File: src/rtl/decoder_encode8to3_seq.sv
// Sequential 8-to-3 priority encoder. It captures a line vector on start, then
// emits one index per accepted handshake until no lines remain set.
module decoder_encode8to3_seq #(
   parameter int HIGH_FIRST = 0
) (
   input  logic       clk,
   input  logic       rst,
   input  logic       start,
   input  logic [7:0] d,
   input  logic       code_ready,
   output logic [2:0] code,
   output logic       code_valid,
   output logic       busy,
   output logic       done,
   output logic       none,
   output logic [3:0] count
);

   typedef enum logic [1:0] {
      IDLE = 2'd0,
      SCAN = 2'd1,
      DONE = 2'd2
   } state_t;

   state_t     state_reg, state_next;
   logic [7:0] pend_reg, pend_next;
   logic [3:0] count_reg, count_next;
   logic       none_reg, none_next;

   logic [7:0] scan_vec;
   logic [2:0] scan_pos;
   logic [2:0] sel_idx;
   logic [7:0] pend_cleared;

   // Mirror the pending vector when scanning from the top, so a single
   // lowest-set-bit search serves both orders.
   generate
      for (genvar gi = 0; gi < 8; gi++) begin : g_order
         if (HIGH_FIRST != 0) begin : g_rev
            assign scan_vec[gi] = pend_reg[7-gi];
         end else begin : g_fwd
            assign scan_vec[gi] = pend_reg[gi];
         end
      end
   endgenerate

   always_comb begin
      scan_pos = 3'd0;
      for (int i = 7; i >= 0; i--) begin
         if (scan_vec[i]) begin
            scan_pos = 3'(i);
         end
      end
   end

   assign sel_idx      = (HIGH_FIRST != 0) ? (3'd7 - scan_pos) : scan_pos;
   assign pend_cleared = pend_reg & ~(8'd1 << sel_idx);

   always_ff @(posedge clk or posedge rst) begin
      if (rst) begin
         state_reg <= IDLE;
         pend_reg  <= 8'd0;
         count_reg <= 4'd0;
         none_reg  <= 1'b0;
      end else begin
         state_reg <= state_next;
         pend_reg  <= pend_next;
         count_reg <= count_next;
         none_reg  <= none_next;
      end
   end

   always_comb begin
      state_next = state_reg;
      pend_next  = pend_reg;
      count_next = count_reg;
      none_next  = none_reg;
      case (state_reg)
         IDLE: begin
            if (start) begin
               pend_next  = d;
               count_next = 4'd0;
               if (d == 8'd0) begin
                  none_next  = 1'b1;
                  state_next = DONE;
               end else begin
                  none_next  = 1'b0;
                  state_next = SCAN;
               end
            end
         end
         SCAN: begin
            if (code_ready) begin
               pend_next  = pend_cleared;
               count_next = count_reg + 4'd1;
               if (pend_cleared == 8'd0) begin
                  state_next = DONE;
               end
            end
         end
         DONE: begin
            state_next = IDLE;
         end
         default: begin
            state_next = IDLE;
         end
      endcase
   end

   // Every output comes from state or the registered pending vector only.
   assign code_valid = (state_reg == SCAN);
   assign code       = code_valid ? sel_idx : 3'd0;
   assign busy       = (state_reg != IDLE);
   assign done       = (state_reg == DONE);
   assign none       = none_reg;
   assign count      = count_reg;

endmodule

File: config.mk
export PLATFORM = sky130hd
export DESIGN_NAME = decoder_encode8to3_seq
export DESIGN_NICKNAME = d
export VERILOG_FILES = /design/src/rtl/decoder_encode8to3_seq.sv
export SDC_FILE = /design/constraint.sdc
export NUM_CORES = 1
export LEC_CHECK = 0
export ABC_AREA = 0
export BUFFER_PORTS_ARGS = -buffer_cell sky130_fd_sc_hd__buf_2
export CORE_MARGIN = 4
export CORE_UTILIZATION = 55
export DETAILED_ROUTE_END_ITERATION = 7
export GPL_ROUTABILITY_DRIVEN = 0
export PLACE_DENSITY = 0.85
export SLEW_MARGIN = 10
export SYNTH_ARGS = -nofsm -noshare
export SYNTH_HDL_FRONTEND = slang
export SYNTH_SLANG_ARGS = --single-unit
File: constraint.sdc
create_clock -name clk -period 4.1 [get_ports clk]
set_input_delay 0.615 -clock clk [delete_from_list [all_inputs] [get_ports clk]]
set_output_delay 0.615 -clock clk [all_outputs]
set_load 0.01 [all_outputs]
==> summary.txt <==
Worst hold path
  • Class of the most critical hold timing path: in -> async

Pwr
  • Clock power share: 0.096
  • PwrDens: 853 nW/um^2
  • Net switching power: 418 uW
  • Seq pwr share: 0.379
  • Largest vdd supply drop: 0.538 mV
  • Static leakage: 0.000501 uW
  • Switch share: 0.468
  • Internal power: 474 uW
  • Combinational group share of total power: 0.525

Critical path
  • Startpoint types: register
  • Critical path arrival: 1.80 ns
  • Top Family by Delay on Critical Path: simple AND/OR/NAND/NOR gates
  • Worst Setup Path Type: reg -> out
  • Critical path capture point type: output port
  • Sum of buffers and inverters on the critical path: 1
  • Required @ worst endpoint: 3.48 ns
  • Slowest Stage Delay on Critical Path: 0.63 ns
  • R2R depth: 4
  • CP Cell Sequence: or4_1, nor3_1, buf_2
  • Stages on the worst setup path: 3
  • Cell with the largest stage delay on the worst path: sky130_fd_sc_hd__or4_1
  • Biggest fanout along the worst timing path: 12

Synth
  • Sequential area share after synthesis: 0.403
  • Synthesized netlist cell count: 105
  • Post-synth EDFFs: 0
  • Ys flop type: sky130_fd_sc_hd__dfrtp_1
  • Share of the synthesized area in the top cell type: 0.403
  • Area contributors post-synth: sky130_fd_sc_hd__dfrtp_1 (40%), sky130_fd_sc_hd__o21ai_0 (4.8%), sky130_fd_sc_hd__nor3_1 (4.3%)
  • YS warnings: 0
  • Synth cell types: 37
  • Syn Nets: 118
  • Post-synth design cell area: 931 um^2
  • Mean post-synth cell area: 8.87 um^2
  • Number of synthesized register bits: 15
  • Dominant cell type by area after synthesis: sky130_fd_sc_hd__dfrtp_1
  • Share of synthesized registers carrying an async set or reset: 1.00

STA
  • Worst clock skew: 0.00501 ns
  • Final Cycle Share: 0.589
  • Total setup violations reported at the end of the flow: 0
  • Rel. slew slack: 0.613
  • Worst slew pin tran: 0.580 ns
  • Post-route worst setup slack: 1.68 ns
  • Fin crit period: 2.42 ns
  • Aggregate negative setup slack: 0 ns
  • Slew Viols, Final: 0
  • FMAX: 414 MHz
  • RSZ-0062 raised after global routing: false
  • Fin. Hold Viols: 0

Route
  • First drt pass iteration count: 4
  • Sum of routed wire length over all layers: 2170 um
  • Detailed Route Iter0 Violations: 43
  • Antenna Violating Nets Remaining: 0
  • Via count normalized by instance count: 6.31
  • Vias after detailed routing: 877
  • Routed len/inst: 15.6 um
  • Post-detailed-route DRC marker count: 0

Global route
  • Tot GR Track Use: 0.202
  • Number of antenna violations at the first check in global routing: 0
  • Pin count of the biggest net entering global routing: 16
  • GRT overflow: 0
  • Global-route wire length before repair: 3800 um
  • Vias in the first global route: 846

Placed design
  • Setup Slack @ Placement: 2.01 ns
  • Buffers on Ports: 22
  • Placed wire-length estimate: 1610 um

Clock tree
  • Total CTS buffers: 3
  • Hold-fix buffers at CTS: 0
  • Maximum buffer depth of the clock tree: 2
  • Post-CTS setup buffers: 0
  • CTS root buffer: sky130_fd_sc_hd__clkbuf_4
  • Level count of the clock H-tree: 1
  • Post-CTS Resized: 0
  • TritonCTS clock tree: built
  • Skew-Pair Late Insertion Delay: 0.28 ns
  • Clock transition at the register clock pins on the worst setup and hold paths after CTS: 0.10 ns
  • Clock net sink count: 15

Die
  • Initial standard-cell utilization of the core: 0.597
  • Die Footprint: 2410 um^2
  • Height of the die: 49.1 um
  • Overall die width: 49.1 um
  • FP Rows: 14
  • Num ports: 23
  • Core footprint: 1560 um^2

Flow run
  • Reported max-cap violation count: 0

Finish
  • Synth-to-Final Area Change: 12.4%
  • Max FFs per register: 8
  • Net count of the finished layout: 137
  • Final antenna diode count: 0
  • Fraction of final layout cells sized beyond drive strength 1: 0.252

Status
  • Run status: finished clean
## cells in the mapped netlist (2+ instances only)
library cell and instances:
sky130_fd_sc_hd__o21a_1 2, sky130_fd_sc_hd__nand2b_1 2, sky130_fd_sc_hd__nor2_1 10, sky130_fd_sc_hd__a21oi_1 3, sky130_fd_sc_hd__dfrtp_1 15, sky130_fd_sc_hd__o21bai_1 2
sky130_fd_sc_hd__clkbuf_1 5, sky130_fd_sc_hd__nor4_1 6, sky130_fd_sc_hd__a21o_1 2, sky130_fd_sc_hd__nand3_1 3, sky130_fd_sc_hd__nand2_1 6, sky130_fd_sc_hd__nor2b_1 2
sky130_fd_sc_hd__inv_1 4, sky130_fd_sc_hd__a22o_1 4, sky130_fd_sc_hd__nor3_1 8, sky130_fd_sc_hd__o21ai_0 9, sky130_fd_sc_hd__xor2_1 2
## cell families after synthesis
group	Yosys count	synth area share
multiplexers	2	0.0228
AO/OA/AOI/OAI	27	0.196
XOR/XNOR	2	0.0188
buffers and inverters	12	0.0618
flip-flops	15	0.403
AND/OR/NAND/NOR	46	0.284
adder cells (fa/ha/maj)	1	0.0134
## cell type report
class | count | area (um^2)
sequential | 15 | 375
fill | 126 | 513
clock inverter | 1 | 5.00
multi-input combinational | 78 | 498
inverter | 4 | 15.0
tap | 16 | 20.0
clock buffer | 3 | 22.5
timing repair buffer | 22 | 110
## worst paths after layout
check | end | slack [ns] | startpoint
setup / recovery | code[2] | 1.68 | pend_reg[1]
hold / removal | pend_reg[5] | 0.37 | rst
setup reg to reg | state_reg[0] | 2.27 | pend_reg[4]
hold reg to reg | none | 0.50 | none
max in group asynchronous | pend_reg[3] | 3.35 | rst
min in group clk | none | 0.50 | none
## layout by cell type, fill, tap and decap left out, types with 2 or more instances in the layout
cell type	netlist	final
sky130_fd_sc_hd__nor2b_1	2	2
sky130_fd_sc_hd__inv_1	4	4
sky130_fd_sc_hd__xor2_1	2	2
sky130_fd_sc_hd__o21bai_1	2	2
sky130_fd_sc_hd__nand2b_1	2	2
sky130_fd_sc_hd__nand3_1	3	3
sky130_fd_sc_hd__nor2_1	10	10
sky130_fd_sc_hd__nand2_1	6	6
sky130_fd_sc_hd__a22o_1	4	4
sky130_fd_sc_hd__o21a_1	2	2
sky130_fd_sc_hd__clkbuf_4	0	3
sky130_fd_sc_hd__nor4_1	6	6
sky130_fd_sc_hd__buf_2	1	22
sky130_fd_sc_hd__o21ai_0	9	9
sky130_fd_sc_hd__a21o_1	2	2
sky130_fd_sc_hd__nor3_1	8	8
sky130_fd_sc_hd__a21oi_1	3	3
sky130_fd_sc_hd__dfrtp_1	15	15
## metal layers
layer  vias up  track usage  share of wire
li1        421            -              -
met1       397        0.279           0.46
met2        55        0.301           0.44
met3         4       0.0520          0.098
met4         0       0.0758         0.0078
met5         -            0              0
## power by group through the flow
stage	registers, uW	clock network, uW	logic (uW)
floorplan	268	0	417
global placement	331	0	457
detailed placement	336	0	469
CTS	333	87.0	472
global route	355	96.9	530
finish	338	85.7	468
## metrics by stage
stage                      util  total power [uW]  instances  instance area [um^2]  hold WS (ns)
after floorplan               -               686        105                   931         0.513
final                     0.671               892        139                  1050         0.373
after global routing      0.671               982        139                  1050         0.417
after CTS                 0.671               892        139                  1050         0.389
after detailed placement  0.653               805        135                  1020         0.478
after global placement    0.653               788        135                  1020         0.458
No activity file was read; power rests on OpenSTA's default activity.
